**src/rtl/sar_result_avg.sv**
```systemverilog
// Window averager for sar_adc conversion words: sums 2^LOG2_N samples and hands the
// rounded/truncated mean to the system side over valid/ready, flagging lost results.
module sar_result_avg #(
  parameter int RES    = 8,
  parameter int LOG2_N = 2,
  parameter int ROUND  = 1
) (
  input  logic              i_clk,
  input  logic              i_rst,
  input  logic              i_en,
  input  logic [RES-1:0]    i_data,
  input  logic              i_data_vld,
  output logic [RES-1:0]    o_avg,
  output logic              o_avg_vld,
  input  logic              i_avg_rdy,
  output logic [LOG2_N:0]   o_cnt,
  output logic              o_ovr,
  input  logic              i_ovr_clr
);

  localparam int ACC_W = RES + LOG2_N;
  localparam int N     = 1 << LOG2_N;
  localparam logic [LOG2_N:0] LAST    = (LOG2_N+1)'(N - 1);
  localparam logic [LOG2_N:0] CNT_ONE = (LOG2_N+1)'(1);

  typedef enum logic {ST_EMPTY, ST_FULL} state_t;

  state_t           state_reg, state_next;
  logic [ACC_W-1:0] acc_reg, acc_next, acc_sum;
  logic [LOG2_N:0]  cnt_reg, cnt_next;
  logic [RES-1:0]   avg_reg;
  logic             ovr_reg;
  logic             accept, win_done, handshake, load, ovr_set;
  logic [ACC_W:0]   rnd_sum;
  logic [RES:0]     shifted;
  logic [RES-1:0]   mean;

  assign accept    = i_en && i_data_vld;
  assign win_done  = accept && (cnt_reg == LAST);
  assign handshake = (state_reg == ST_FULL) && i_avg_rdy;
  assign acc_sum   = acc_reg + ACC_W'(i_data);

  // Mean is computed from the sum including the sample accepted on this edge.
  generate
    if (LOG2_N > 0 && ROUND != 0) begin : g_round
      assign rnd_sum = {1'b0, acc_sum} + (ACC_W+1)'(1 << (LOG2_N - 1));
    end else begin : g_trunc
      assign rnd_sum = {1'b0, acc_sum};
    end
  endgenerate

  assign shifted = (RES+1)'(rnd_sum >> LOG2_N);
  assign mean    = shifted[RES] ? {RES{1'b1}} : shifted[RES-1:0];

  always_comb begin
    acc_next = acc_reg;
    cnt_next = cnt_reg;
    if (!i_en || win_done) begin
      acc_next = '0;
      cnt_next = '0;
    end else if (accept) begin
      acc_next = acc_sum;
      cnt_next = cnt_reg + CNT_ONE;
    end
  end

  always_comb begin
    state_next = state_reg;
    load       = 1'b0;
    ovr_set    = 1'b0;
    case (state_reg)
      ST_EMPTY: begin
        if (win_done) begin
          load       = 1'b1;
          state_next = ST_FULL;
        end
      end
      ST_FULL: begin
        if (handshake && win_done) begin
          load = 1'b1;
        end else if (handshake) begin
          state_next = ST_EMPTY;
        end else if (win_done) begin
          // Consumer stalled: the older mean is kept, the new one is dropped.
          ovr_set = 1'b1;
        end
      end
      default: state_next = ST_EMPTY;
    endcase
  end

  always_ff @(posedge i_clk) begin
    if (i_rst) begin
      state_reg <= ST_EMPTY;
      acc_reg   <= '0;
      cnt_reg   <= '0;
      avg_reg   <= '0;
      ovr_reg   <= 1'b0;
    end else begin
      state_reg <= state_next;
      acc_reg   <= acc_next;
      cnt_reg   <= cnt_next;
      if (load) begin
        avg_reg <= mean;
      end
      ovr_reg   <= ovr_set | (ovr_reg & ~i_ovr_clr);
    end
  end

  assign o_avg     = avg_reg;
  assign o_avg_vld = (state_reg == ST_FULL);
  assign o_cnt     = cnt_reg;
  assign o_ovr     = ovr_reg;

endmodule

```
**config.mk**
```make
export PLATFORM = sky130hd
export DESIGN_NAME = sar_result_avg
export DESIGN_NICKNAME = d
export VERILOG_FILES = /design/src/rtl/sar_result_avg.sv
export SDC_FILE = /design/constraint.sdc
export NUM_CORES = 1
export LEC_CHECK = 0
export BUFFER_PORTS_ARGS = -buffer_cell sky130_fd_sc_hd__clkbuf_2
export CORE_UTILIZATION = 55
export DETAILED_ROUTE_END_ITERATION = 10
export PLACE_DENSITY = 0.8
export SYNTH_ARGS = -nofsm -noshare
export SYNTH_HDL_FRONTEND = slang
export SYNTH_SLANG_ARGS = --single-unit
```
**constraint.sdc**
```tcl
create_clock -name i_clk -period 3.25 [get_ports i_clk]
set_input_delay 0.325 -clock i_clk [delete_from_list [all_inputs] [get_ports i_clk]]
set_output_delay 0.325 -clock i_clk [all_outputs]
set_load 0.005 [all_outputs]
```
After elaboration in Yosys (flattened, before gate mapping)
Index checks and enable logic that the tools add are counted.

storage, ports and cells
  register bits after elaboration = 23
  word-level logic and storage cells = 30

cells by class
  reductions and logical operators = 7
  eq/ne operators = 1
  muxes and demuxes = 10
  bitwise logic cells = 4
  $add $sub $neg = 3

operator list
  cell                     number
  $add A10 B2 Y11 const B  1
  $add A10 B8 Y10          1
  $mux W8                  1
  $mux W1                  7
  $logic_and A1 B1 Y1      4
  $pmux W1 S2              2
  $add A3 B1 Y3 const B    1
  $eq A3 B2 Y1 const B     1
  $not A1 Y1               2
  $reduce_or A2 Y1         1
  $and A1 B1 Y1            1
  $logic_not A1 Y1         1
  $logic_or A1 B1 Y1       1
  $or A1 B1 Y1             1

Longest topological paths before layout
  depth after elaboration = 7
  gate-level depth with buffers = 8

Worst setup path before layout
Ideal clock, no wire load.

  kind = input port to flip-flop
  start point = input port i_data[0]
  end point = register avg_reg[6], in the netlist o_avg[6]
  path slack = 0.683 ns
  setup time = 0.103 ns
  required time = 3.147 ns
  arrival time = 2.464 ns
  cell stages on the path = 8
  cell sequence = ha_1 -> fa_1 -> a211o_1 -> a211oi_2 -> nor4_1 -> o31a_4 -> and4b_1 -> a2111oi_2

between the ends
  word-level cells in the longest chain between the ends = 3

RTL lines
  what                    line  source
  start: declaration      11    input logic [RES-1:0] i_data,
  $add A10 B8 Y10         41    assign acc_sum = acc_reg + ACC_W'(i_data);
  $add A10 B2 Y11         46    assign rnd_sum = {1'b0, acc_sum} + (ACC_W+1)'(1 << (LOG2_N - 1));
  $mux W8                 53    assign mean = shifted[RES] ? {RES{1'b1}} : shifted[RES-1:0];
  end signal: assignment  104   avg_reg <= mean;
  end: declaration        31    logic [RES-1:0] avg_reg;

No other way between the ends.
A chain may end at the register's enable or synchronous reset.

Final worst setup path
  start point = register acc_reg[0]
  end point = register avg_reg[2], in the netlist o_avg[2]

between the ends
  word-level cells in the longest chain between the ends = 3

RTL lines
  what                      line  source
  start: declaration        29    logic [ACC_W-1:0] acc_reg, acc_next, acc_sum;
  start signal: assignment  101   acc_reg <= acc_next;
  $add A10 B8 Y10           41
  $add A10 B2 Y11           46
  $mux W8                   53

No other way between the ends.

==> results.md <==
* Status: complete, no violations
* Core area at 0.00254 mm²
* Hold WC Path Type: in -> reg
* 1st-iter DRT viols at 19
* # setup viols final at 0
* CTS tree: built
* Crit path required time at 3.47 ns
* Post_cts resized at 0
* Hold buffers post-CTS at 0
* Final setup margin at 0.492 ns
* Met3 wire length at 99 µm
* Clock Latency Late Sink at 0.31 ns
* CTS clk-pin slew, worst paths at 0.14 ns
* Clk_skew at 0.00986 ns
* Die area at 0.00298 mm²
* Unique masters post-synth at 48
* Least-Margin Pin Slew at 0.563 ns
* Worst EP arrival at 2.98 ns
* Met1 WL at 1.58 mm
* Pwr per Cell Area at 313 mW/mm²
* Die Span X at 54.6 µm
* Slew Limit Fails at 0
* Syn Area/Cell at 8.35 µm²
* Port bufs at 26
* Setup_tns at 0 ns
* EDFF count, synth at 0
* Die height at 54.6 µm
* Initial antenna violation count at 0
* Synth Instances at 182
* Clock root buffer: clkbuf_4
* Critical path type: reg -> reg
* Drt total wl at 3.08 mm
* Via density at 5.88
* # H-tree levels at 1
* Synth Flop Type: dfxtp_1
* CP Max Fanout at 6
* First-pass GRT wire length at 4.91 mm
* Dpl ws at 0.430 ns
* YS warnings at 0
* Synth area leader: dfxtp_1
* Startpoint types: flip-flop
* Most numerous cell in the Yosys netlist: dfxtp_1
* P&R area growth vs syn at 11.5%
* Max Cap Viol at 0
* Worst r2r src: acc_reg[0]$_SDFFE_PP0P_
* Setup Fix Bufs, Post-CTS at 0
* Cts bufs inserted at 3
* F_max at 363 MHz
* Vias at 1387
* Detailed Place HPWL at 2.32 mm
* Grt ovf at 0
* Max reg flops at 10
* Endpoints failing hold at 0
* Largest net degree at the start of global routing at 18
* Multiplexer area fraction after synthesis at 0
* ANT cells at 0
* Main combinational cell family by area after synthesis: compound AO/OA/AOI/OAI gates
* Leak pwr at 0.705 nW
* Area contributors post-synth: dfxtp_1 30%, ha_1 9.1%, a21oi_1 5.3%
* Rows at 18
* Final min period at 2.76 ns
* GRT Resource Usage Total at 0.225
* XOR/XNOR Fraction of Synth Area at 0.0519
* Setup crit start: acc_reg[0]$_SDFFE_PP0P_
* Clock sink total at 23
* Antenna violation net count after detailed routing at 0
* Worst vdd ir at 0.000232 V
* Flops & latches, synth at 23
* Share of layout cells above drive strength 1 at 0.199
* Synth Area in Adders at 0.104
* Synth Area in Compound Gates at 0.281
* DRC violations left at 0
* RSZ-0062 raised after global routing: no
* Final period utilization at 0.849
* Async SR Flop Fraction at 0
* WL per Instance at 13.0 µm
* IO Count at 27
* Mapped Nets at 208
* Final core utilization at 0.666
* Synth top cells by count: 23 x dfxtp_1, 20 x nor2_1, 19 x nand2_1
* Crit end category: flip-flop
* Yosys top cell area share at 0.303
* Post-Syn Area at 0.00152 mm²
* Initial Utilization at 0.597
* Sequential share of the synthesized area at 0.303
* Normalized max-slew margin at 0.624
* Met2 wire length at 1.37 mm
* Number of buffers on the longest clock path at 2
* Fillers at 231
* Simple-gate share of the synthesized area at 0.223
* Top Layer Used: met4
* GP Congestion at 0.960
* Drt first pass iters at 4
* # nets final at 233
* HP Start: i_ovr_clr
* Vias in the first global route at 1174
[report_power, final]
part / leakage (nW) / internal [W] / switching, W
Sequential: 0.186 / 0.000286 / 0.00000247
Clock: 0.0150 / 0.0000478 / 0.0000865
Combinational: 0.504 / 0.0000441 / 0.0000646
Total: 0.705 / 0.000378 / 0.000154
[cells in the final DEF, fill, tap and decap left out, drive strengths merged, types with 2 or more instances in the layout]
master,instances
clkbuf,30
dfxtp,23
nor2,20
nand2,19
a21oi,16
ha,11
inv,8
xnor2,8
a311oi,8
a211oi,6
o21ai,6
and3,5
nand3,4
nor3,3
and2,2
or2,2
a21o,2
or3,2
nor3b,2
a31oi,2
nor4,2
a221oi,2
nand4,2
[path summary, 6_finish.rpt]
path / to / slack [ns] / cells after the start
max: o_avg[2]$_SDFFE_PP0P_ / 0.49 / 8
min: o_ovr$_SDFF_PP0_ / 0.30 / 4
min reg2reg: acc_reg[3]$_SDFFE_PP0P_ / 0.47 / 2
max reg2reg: o_avg[2]$_SDFFE_PP0P_ / 0.49 / 8
[final cells by class]
cell class / instances / area, µm² / share of cell area
timing repair buffer: 27 / 138 / 0.0812
tap: 30 / 37.5 / 0.0222
multi-input combinational: 144 / 1000 / 0.592
sequential: 23 / 460 / 0.272
inverter: 8 / 30.0 / 0.0177
clock buffer: 4 / 26.3 / 0.0155
[metal layers]
layer  track usage  up-vias
met5             0        -
met1         0.300      627
met3        0.0278        4
li1              -      728
met4        0.0470        0
met2         0.384       28
[per-stage QoR]
stage	hold WS [ns]	cells	cell area, µm²	power, W
floorplan	0.440	182	1520	0.000375
global placement	0.446	232	1670	0.000399
detailed placement	0.454	232	1670	0.000401
CTS	0.299	236	1690	0.000533
global route	0.310	236	1690	0.000560
finish	0.295	236	1690	0.000531
[cell families after synthesis]
family / count (synthesis)
XOR/XNOR: 9
AND/OR/NAND/NOR: 68
flip-flops: 23
AO/OA/AOI/OAI: 55
adder cells (fa/ha/maj): 12
buffers and inverters: 15
[critical path, cell delays in order, from the launching register on]
cell and delay [ns]:
dfxtp_1 0.34, ha_1 0.22, fa_1 0.41, a211o_1 0.37, a2111o_1 0.39, o311ai_2 0.16, o31a_4 0.26, nand4_2 0.17
a311oi_1 0.33
Power figures use the tool's default switching activity.
